===== src/rtl/rr_lock_arbiter_pkg.sv =====
// Shared types for the round-robin lock arbiter.
package rr_lock_arbiter_pkg;

    typedef enum logic {
        ST_IDLE = 1'b0,
        ST_BUSY = 1'b1
    } state_t;

endpackage


===== src/rtl/rr_pick.sv =====
// Combinational round-robin find-first: rotate by ptr, priority-pick, un-rotate.
module rr_pick #(
    parameter int REQS      = 4,
    parameter int IDX_WIDTH = $clog2(REQS)
) (
    input  logic [REQS-1:0]      req,
    input  logic [IDX_WIDTH-1:0] ptr,
    output logic                 found,
    output logic [IDX_WIDTH-1:0] idx
);

    // ptr < REQS and off < REQS, so a single subtract gives the modulo.
    function automatic logic [IDX_WIDTH-1:0] wrap_add(logic [IDX_WIDTH-1:0] base, int off);
        int s;
        s = int'(base) + off;
        if (s >= REQS) s = s - REQS;
        return IDX_WIDTH'(s);
    endfunction

    logic [REQS-1:0] rot;
    int              first;

    always_comb begin
        rot = '0;
        for (int j = 0; j < REQS; j++) begin
            rot[j] = req[wrap_add(ptr, j)];
        end
    end

    always_comb begin
        found = 1'b0;
        first = 0;
        for (int j = 0; j < REQS; j++) begin
            if (!found && rot[j]) begin
                found = 1'b1;
                first = j;
            end
        end
        idx = wrap_add(ptr, first);
    end

endmodule


===== src/rtl/rr_lock_arbiter.sv =====
// Round-robin arbiter that locks the grant to its owner while it keeps
// requesting, with optional forced hand-over after HOLD_MAX cycles.
module rr_lock_arbiter
    import rr_lock_arbiter_pkg::*;
#(
    parameter int REQS      = 4,
    parameter int IDX_WIDTH = $clog2(REQS),
    parameter int HOLD_MAX  = 0
) (
    input  logic                 clk,
    input  logic                 reset,
    input  logic [REQS-1:0]      req,
    output logic [REQS-1:0]      grant,
    output logic [IDX_WIDTH-1:0] grant_idx,
    output logic                 grant_vld
);

    state_t                state;
    logic [IDX_WIDTH-1:0]  ptr;
    logic [IDX_WIDTH-1:0]  pick_idx;
    logic [REQS-1:0]       owner_oh;
    logic [REQS-1:0]       others;
    logic [REQS-1:0]       pick_req;
    logic                  owner_req;
    logic                  hold_full;
    logic                  preempt;
    logic                  found;
    logic                  take;
    logic                  drop;

    assign owner_oh  = REQS'(1) << grant_idx;
    assign owner_req = |(req & owner_oh);
    assign others    = req & ~owner_oh;

    generate
        if (HOLD_MAX > 0) begin : g_hold
            localparam int HW = $clog2(HOLD_MAX + 1);
            logic [HW-1:0] hold_cnt;

            assign hold_full = (hold_cnt >= HW'(HOLD_MAX));

            always_ff @(posedge clk) begin
                if (reset)
                    hold_cnt <= '0;
                else if (take)
                    hold_cnt <= HW'(1);
                else if (state == ST_BUSY && owner_req && !hold_full)
                    hold_cnt <= hold_cnt + 1'b1;
            end
        end else begin : g_nohold
            assign hold_full = 1'b0;
        end
    endgenerate

    // Preemption re-picks with the owner masked so the lock actually moves on.
    assign preempt  = (state == ST_BUSY) && owner_req && hold_full && (|others);
    assign pick_req = preempt ? others : req;

    rr_pick #(
        .REQS      (REQS),
        .IDX_WIDTH (IDX_WIDTH)
    ) u_pick (
        .req   (pick_req),
        .ptr   (ptr),
        .found (found),
        .idx   (pick_idx)
    );

    assign take = found && ((state == ST_IDLE) || !owner_req || preempt);
    assign drop = (state == ST_BUSY) && !owner_req && !found;

    always_ff @(posedge clk) begin
        if (reset) begin
            state     <= ST_IDLE;
            ptr       <= '0;
            grant_idx <= '0;
            grant_vld <= 1'b0;
        end else if (take) begin
            state     <= ST_BUSY;
            grant_idx <= pick_idx;
            grant_vld <= 1'b1;
            ptr       <= (pick_idx == IDX_WIDTH'(REQS - 1)) ? '0 : pick_idx + 1'b1;
        end else if (drop) begin
            state     <= ST_IDLE;
            grant_vld <= 1'b0;
        end
    end

    // Decoded from registered state only; no path from req.
    assign grant = grant_vld ? owner_oh : '0;

endmodule


===== config.mk =====
export PLATFORM = sky130hd
export DESIGN_NAME = rr_lock_arbiter
export DESIGN_NICKNAME = d
export VERILOG_FILES = /design/src/rtl/rr_lock_arbiter_pkg.sv /design/src/rtl/rr_pick.sv /design/src/rtl/rr_lock_arbiter.sv
export SDC_FILE = /design/constraint.sdc
export NUM_CORES = 1
export LEC_CHECK = 0
export ABC_AREA = 1
export BUFFER_PORTS_ARGS = -buffer_cell sky130_fd_sc_hd__buf_2
export CORE_AREA = 2 2 39 41
export CTS_CLUSTER_SIZE = 14
export DETAILED_ROUTE_END_ITERATION = 7
export DIE_AREA = 0 0 41 43
export MAX_ROUTING_LAYER = met4
export SETUP_SLACK_MARGIN = 0.2
export SLEW_MARGIN = 25
export SYNTH_ARGS = -nofsm -noshare
export SYNTH_HDL_FRONTEND = slang
export SYNTH_HIERARCHICAL = 1
export SYNTH_SLANG_ARGS = --single-unit

===== constraint.sdc =====
create_clock -name clk -period 5.9 [get_ports clk]
set_input_delay 0.295 -clock clk [delete_from_list [all_inputs] [get_ports clk]]
set_output_delay 0.295 -clock clk [all_outputs]
set_load 0.02 [all_outputs]

### Word level (Yosys, flattened, before mapping)

Index checks and enable logic that the tools add are counted.

| storage, ports and cells | value |
|---|---|
| memory bits (read-only) | 0 |
| bits in latches | 0 |
| RAM bits | 0 |
| memories kept | 0 |
| bits in registers | 5 |
| output and inout port bits | 7 |
| logic and storage cells | 64 |

| cells by class | value |
|---|---|
| $add $sub $neg | 10 |
| muxes and demuxes | 24 |
| bitwise gates (word level) | 2 |
| div/mod/pow operators | 0 |
| equal/unequal tests | 1 |
| multiply operators | 0 |
| $lt $le $gt $ge | 9 |
| reduce and logical (&&, ||, !) cells | 14 |
| shifts and indexed selects | 1 |

Operator list:

| operator | count |
|---|---|
| $mux 2 | 8 |
| $ge 3x3->1 const B | 4 |
| $lt 2x3->1 const B | 4 |
| $mux 1 | 11 |
| $sub 2x1->2 const B | 5 |
| $bmux 1 s2 | 4 |
| $add 2x2->3 const B | 2 |
| $logic_and 1x1->1 | 6 |
| $logic_not 1->1 | 5 |
| $and 4x4->4 | 1 |
| $mux 4 | 1 |
| $reduce_or 4->1 | 1 |
| $shl 1x2->4 const A | 1 |
| $add 2x1->3 const B | 1 |
| $add 2x2->3 | 1 |
| $ge 2x3->1 const B | 1 |
| $add 2x1->2 const B | 1 |
| $eq 2x2->1 const B | 1 |
| $reduce_bool 2->1 | 1 |
| $logic_or 1x1->1 | 1 |
| $not 1->1 | 1 |

### Depth between registers and ports, before layout

Gate-level depths: netlist (run 1).

| depth | value |
|---|---|
| word-level depth | 19 |
| gate-level depth with buffers | 18 |
| mapped depth without buffers | 17 |

### Modules after synthesis

The synthesis (run 1) kept the hierarchy.

By module, submodules not included:

| module | area an instance (um^2) | cells each | times used |
|---|---|---|---|
| rr_lock_arbiter | 297.8 | 44 | 1 |
| rr_pick | 259.0 | 56 | 1 |

### Worst setup path before layout (run 1)

Ideal clock, no wire load.

| timing path | value |
|---|---|
| path type | register to register |
| start point | register ptr[0] |
| end point | register ptr[0] |
| stages on the path, launching flop included | 19 |
| arrival time | 2.042 ns |
| path slack | 3.795 ns |
| setup time | 0.064 ns |
| path buffers | 1 |
| required time | 5.836 ns |
| path through | dfxtp_1 -> buf_6 -> inv_6 -> nand2_1 -> nand2_1 -> nand2_1 -> nand2_1 -> nand3_1 -> a21oi_1 -> ha_1 -> xor2_1 -> inv_1 -> nand3_1 -> nand2_1 -> ha_1 -> or2_2 -> nand3_1 -> nand2_1 -> nor2_1 |

| between the ends | value |
|---|---|
| longest elaborated chain between the ends | 19 |
| elaborated cells on any way between the ends | 44 |

Ends and longest elaborated chain:

| element | line | text |
|---|---|---|
| start, declared | rr_lock_arbiter.sv:19 | `logic [IDX_WIDTH-1:0] ptr;` |
| start signal, assigned | rr_lock_arbiter.sv:82 | `ptr <= (pick_idx == IDX_WIDTH'(REQS - 1)) ? '0 : pick_idx + 1'b1;` |
| parallel branches: the longest is 14 deep, another holds $add 2x1->3 | -- |  |
| $add 2x2->3 * | rr_pick.sv:15 | `s = int'(base) + off;` |
| $ge 3x3->1 or $sub 2x1->2 (tied branches) | rr_pick.sv:16 | `if (s >= REQS) s = s - REQS;` |
| $mux 2 * | rr_pick.sv:16 |  |
| net pick_idx[1] | rr_lock_arbiter.sv:20 | `logic [IDX_WIDTH-1:0] pick_idx;` |
| $eq 2x2->1 * | rr_lock_arbiter.sv:82 |  |
| $mux 2 * | rr_lock_arbiter.sv:82 |  |

Mark *: on every way through the listed nets, which the timed path passes. The select of a mux whose other input is x is not followed.
A chain may end at the register's enable or synchronous reset.

### Worst setup path after layout (run 1)

Same ends and word-level chain as after synthesis.

==> results.json, run 1 <==
{
  "status": "finished, final reports clean",
  "crit_path_start": "ptr[0]",
  "row_count": 14,
  "cpMostUsedCell": "nand2_1",
  "firstDrtPassIters": 4,
  "drive_gt1_share_pct": 22.8,
  "grt_pass1_wl_um": 2040,
  "crit_arrival_ns": 2.67,
  "postSynthCellCount": 100,
  "avgViaCountPerCell": 4.62,
  "place.gp.congestion": 0.682,
  "hold_buffers": 0,
  "hp-class": "in2reg",
  "synthMuxAreaShare_pct": 0,
  "instances_no_fill": 130,
  "p_sw_share_pct": 53.4,
  "synth_nets": 108,
  "path_max_fanout": 11,
  "cp-start-kind": "register",
  "area_delta_synth_final_pct": 16.2,
  "required_ns": 6.08,
  "rsz0062_at_grt": "false",
  "synthXorXnorAreaFrac_pct": 1.57,
  "final.setup.tns_ns": 0,
  "setup_viol": 0,
  "seq_power_share_pct": 19.7,
  "routed_wirelength_um": 1210,
  "intPower_w": 0.000174,
  "synth_top_area_share_pct": 26.3,
  "die_h_um": 43,
  "placed_cells": 126,
  "yosysSeqAreaShare_pct": 18.0,
  "grt_max_degree": 12,
  "synth_area_leader_cell": "nand2_1",
  "syn_area_um2": 557,
  "max_stage_delay_ns": 0.59,
  "cts_resized": 0,
  "drc": 0,
  "cts_sinks": 5,
  "power_switching_w": 0.000200,
  "dr_total_vias": 601,
  "cts-htree-levels": 1,
  "portBuffers": 12,
  "insertedDiodeCount": 0,
  "synthAdderAreaFrac_pct": 4.49,
  "cts_made_buffers": 3,
  "cts_tree": "yes",
  "path_cells": "nand2_1 -> nand2_1 -> nand2_1 -> nand2_1 -> nand3_1 -> a21oi_1 -> ha_1 -> xor2_1 -> inv_1 -> nand3_1 -> nand2_1 -> ha_1 -> or2_2 -> nand3_1 -> nand2_1 -> nor2_1",
  "maxCapViolCount": 0,
  "antenna_found_initial": 0,
  "cts-root-to-sink-buffers": 2,
  "synthTopCellsByArea": "nand2_1, dfxtp_1, nand3_1, inv_1, nand2_2",
  "die-area_um2": 1760,
  "grt_overflow_total": 0,
  "die_w_um": 41,
  "pre_cts_ws_ns": 3.40,
  "final_util_pct": 46.7,
  "worstSetupPathType": "reg2reg",
  "setup_ws_ns": 3.41,
  "yosys.area_share.simple_pct": 53.0,
  "slowest_stage": "dfxtp_1",
  "p_leak_nw": 0.400,
  "layout.nets": 123,
  "worstReg2RegStart": "ptr[0]",
  "path_delay_family": "simple AND/OR/NAND/NOR gates",
  "setup.worst_path.end_class": "register",
  "dp_hpwl_um": 947,
  "synth_top_family_by_area": "simple AND/OR/NAND/NOR gates",
  "synth_compound_area_share_pct": 8.31,
  "clk_pin_slew_ns": 0.04,
  "power.total_w": 0.000374,
  "synthDistinctLibCells": 17,
  "path_buf_inv": 1,
  "syn_area_per_cell_um2": 5.57,
  "pwr-share-comb_pct": 69.8,
  "fmax_ghz": 0.401,
  "ant_nets": 0,
  "p_per_area_nw_per_um2": 578,
  "initial_core_util_pct": 40.2,
  "pwr-share-clk_pct": 10.5,
  "period_needed_ns": 2.49,
  "maxSlewViolCount": 0,
  "ios": 13,
  "fin_worst_skew_ns": 0.000625,
  "slew_headroom_pct": 69.9,
  "hold_start": "reset",
  "period_share_pct": 42.3,
  "grtUsageTotal_pct": 17.1,
  "drt-initial-drc-count": 4,
  "ys_warn_count": 6,
  "r2r_setup_slack_ns": 3.41,
  "wl_per_cell_um": 9.31,
  "cts_root_buf": "clkbuf_4",
  "hold_viol": 0,
  "clock_latency_ns": 0.24,
  "worst_pin_slew_ns": 0.450,
  "nFillCells": 149,
  "core_um2": 1380,
  "grt_pass1_vias": 496,
  "synth.ff_latch_count": 5,
  "post_cts_buffers": 0,
  "vdd_drop_max_mv": 0.298
}
==> cell usage in the layout (no fill, tap or decap) <==
master    synthesis  layout
nand2_1          39      39
inv_1            13      13
nand3_1          13      13
buf_2             0      12
a21oi_1           6       6
nand2_2           5       5
dfxtp_1           5       5
nor3_1            4       4
nor2_1            4       4
clkbuf_4          0       3
inv_2             2       2
ha_1              2       2
o21ai_4           1       1
or2_2             1       1
clkbuf_1          0       1
inv_6             1       1
nor2_4            1       1
xor2_1            1       1
==> power by group through the flow <==
stage	registers (W)	clock network, W	logic, W
global placement	0.0000730	0	0.000254
detailed placement	0.0000744	0	0.000259
finish	0.0000736	0.0000394	0.000261
CTS	0.0000737	0.0000420	0.000262
global route	0.0000770	0.0000440	0.000305
floorplan	0.0000702	0	0.000219
==> metal layers <==
| metal | part of all wire [%] | wire length [um] | track usage, % | vias to the layer above |
|---|---|---|---|---|
| li1 | - | - | - | 339 |
| met1 | 49 | 594 | 23.2 | 254 |
| met2 | 50 | 604 | 24.7 | 8 |
| met3 | 0.91 | 11 | 0 | 0 |
| met4 | 0 | 0 | 10.0 | 0 |
| met5 | 0 | 0 | - | - |
==> cells in the mapped netlist <==
| library cell | count |
|---|---|
| nand3_1 | 13 |
| nand2_2 | 5 |
| nand2_1 | 39 |
| inv_6 | 1 |
| xor2_1 | 1 |
| clkbuf_2 | 1 |
| nor3_1 | 4 |
| nor2_4 | 1 |
| buf_6 | 1 |
| o21ai_4 | 1 |
| or2_2 | 1 |
| ha_1 | 2 |
| inv_1 | 13 |
| nor2_1 | 4 |
| a21oi_1 | 6 |
| dfxtp_1 | 5 |
| inv_2 | 2 |
==> sequential cells by signal (all words and copies together) (netlist names) <==
signal,flops
grant_idx,2
grant_vld,1
ptr,2
==> through the flow <==
stage	hold WS (ns)	instance area, um^2
3_5_place_dp	0.469	621
6_report	0.221	647
5_1_grt	0.217	647
3_3_place_gp	0.469	621
2_1_floorplan	0.364	557
4_1_cts	0.208	647
==> path summary, 6_finish.rpt <==
path / to / cells after the start
worst max register to register: ptr[0] / 16
worst max-delay path: ptr[0] / 16
worst min register to register: grant_vld / 2
worst min-delay path: grant_vld / 2
==> layout make-up <==
class	count	area, um^2	share of cell area [%]
Sequential cell	5	100	15.5
Tap cell	16	20.0	3.09
Clock buffer	4	26.3	4.06
Timing Repair Buffer	12	60.1	9.28
Inverter	16	65.1	10.1
Multi-Input combinational cell	77	375	58.0
==> cell families after synthesis <==
logic type / count (synthesis)
and+or+nand+nor: 67
buffers and inverters: 18
AOI/OAI and AO/OA: 7
DFF: 5
adders and majority gates: 2
xor gates and xnor gates: 1
Note: power is estimated with default switching activity, not from simulation.
==> inputs of run 2 (changes only) <==
Clock period 5.9 ns to 2.3 ns, I/O delays scaled along.
==> run 2 against run 1 <==
Sequential share of layout area decreased by 2.8 points. Clock skew increased by 0.0062 ns. Flip-flop and latch count did not move. First-iteration DRC count grew 75%. Non-clock buffer count rose by 8. Sequential power is 150% higher. Largest cell class unchanged. Die area is the same. Register-to-register slack got worse by 3.3 ns.
==> results.json, run 2 (synthesized netlist as in run 1, its figures left out) <==
{
  "largest_registers": "grant_idx x2, ptr x2, grant_vld x1",
  "vdd_drop_max_mv": 0.912,
  "gr-usage-met3_pct": 1.57,
  "place.gp.congestion": 0.680,
  "holdWs_ns": 0.0399,
  "hold_start": "reset",
  "fin_worst_skew_ns": 0.00680,
  "ios": 13,
  "max_stage_delay_ns": 0.39,
  "avgViaCountPerCell": 4.75,
  "hold_end": "grant_vld",
  "die-area_um2": 1760,
  "final.setup.tns_ns": 0,
  "rsz0062_at_grt": "true",
  "cts-htree-levels": 1,
  "path_cells": "buf_6 -> nand2_4 -> nand2_2 -> nand2_2 -> nand2_2 -> nand3_2 -> a21oi_2 -> ha_2 -> xor2_2 -> inv_1 -> nand3_2 -> nand2_4 -> ha_4 -> or2_4 -> nand3_2 -> nand2_1 -> nor2_1",
  "wl_per_cell_um": 10.4,
  "die_w_um": 41,
  "cp-start-kind": "register",
  "grt_pass1_wl_um": 2380,
  "ff2ff_path_depth": 17,
  "slowest_stage": "dfxtp_4",
  "area_delta_synth_final_pct": 48.5,
  "grt_max_degree": 10,
  "setup.worst_path.end_class": "register",
  "maxSlewViolCount": 0,
  "r2r_setup_slack_ns": 0.07,
  "hp-class": "in2reg",
  "hold_buffers": 0,
  "grtUsageTotal_pct": 20.3,
  "cts_tree": "yes",
  "most-common-layout-cells": "nand2_1, nand2_2, buf_2, inv_1, nand3_1",
  "path_max_fanout": 5,
  "die_h_um": 43,
  "p_per_area_nw_per_um2": 1680,
  "worstSetupPathType": "reg2reg",
  "grt_overflow_total": 0,
  "insertedDiodeCount": 0,
  "crit_arrival_ns": 2.41,
  "power.total_w": 0.00139,
  "core_um2": 1380,
  "hold_depth": 2,
  "clk_pin_slew_ns": 0.05,
  "r2r-end": "ptr[0]",
  "p_leak_nw": 0.469,
  "drc": 0,
  "antenna_found_initial": 0,
  "use_met2_pct": 31.3,
  "busiest_layer": "met2",
  "dr_total_vias": 656,
  "clock_latency_ns": 0.25,
  "ant_nets": 0,
  "portBuffers": 12,
  "routed_wirelength_um": 1440,
  "grt_pass1_vias": 603,
  "fmax_ghz": 0.449,
  "worst_pin_slew_ns": 0.374,
  "required_ns": 2.48,
  "initial_core_util_pct": 40.2,
  "cts_made_buffers": 3,
  "period_share_pct": 96.9,
  "firstDrtPassIters": 4,
  "cts-root-to-sink-buffers": 2,
  "layout.nets": 131,
  "dp_hpwl_um": 924,
  "nFillCells": 151,
  "drive_gt1_share_pct": 47.5,
  "met1_usage_pct": 25.5,
  "period_needed_ns": 2.23,
  "cts_root_buf": "clkbuf_4",
  "hold_viol": 0,
  "final_common_cell": "nand2_1",
  "path_buf_inv": 2,
  "row_count": 14,
  "slew_headroom_pct": 75.0,
  "status": "finished, final reports clean",
  "worstReg2RegStart": "ptr[0]",
  "path_delay_family": "simple AND/OR/NAND/NOR gates",
  "maxCapViolCount": 0,
  "drt-initial-drc-count": 7,
  "cts_sinks": 5,
  "setup_viol": 0
}
-- run 2: layer usage --
layer	vias up	wire length (um)
met5	-	0
met4	0	22
met3	4	14
met2	6	772
met1	289	632
li1	357	-
-- run 2: metrics by stage --
stage               instances  util (%)  worst slack (ns)  instance area, um^2
floorplan                 100         -             0.202                  571
CTS                       136      56.1             0.157                  776
detailed placement        127      46.4           -0.0106                  642
global route              138      59.8           -0.0231                  827
finish                    138      59.8            0.0723                  827
global placement          127      46.4            0.0177                  642
-- run 2: final cells by class --
| cell class | count | area, um^2 | share of cell area (%) |
|---|---|---|---|
| clock buffer | 4 | 26.3 | 3.18 |
| inverter | 16 | 65.1 | 7.87 |
| multi-input combinational | 77 | 479 | 57.9 |
| sequential | 5 | 105 | 12.7 |
| tap | 16 | 20.0 | 2.42 |
| timing repair buffer | 20 | 131 | 15.9 |
-- run 2: power breakdown --
part	internal [W]	total, W	switching [W]
clock	0.0000658	0.000106	0.0000402
sequential	0.000127	0.000182	0.0000553
combinational	0.000511	0.00111	0.000594
total	0.000704	0.00139	0.000689
-- run 2: how the worst max path moves through the flow --
stage | cells past startpoint | slack, ns | endpoint | startpoint
floorplan | 18 | 0.20 | ptr[0] | ptr[0]
global placement | 16 | 0.02 | ptr[0] | ptr[0]
detailed placement | 16 | -0.01 | ptr[0] | ptr[0]
CTS | 17 | 0.16 | ptr[0] | ptr[0]
global route | 17 | -0.02 | ptr[0] | ptr[0]
finish | 17 | 0.07 | ptr[0] | ptr[0]
-- run 2: timing repair --
action	CTS	global route
resized for setup	21	10
cloned	0	0
setup endpoints to repair	2	3
pin swaps	17	17
hold endpoints to repair	0	0
buffers inserted	5	2
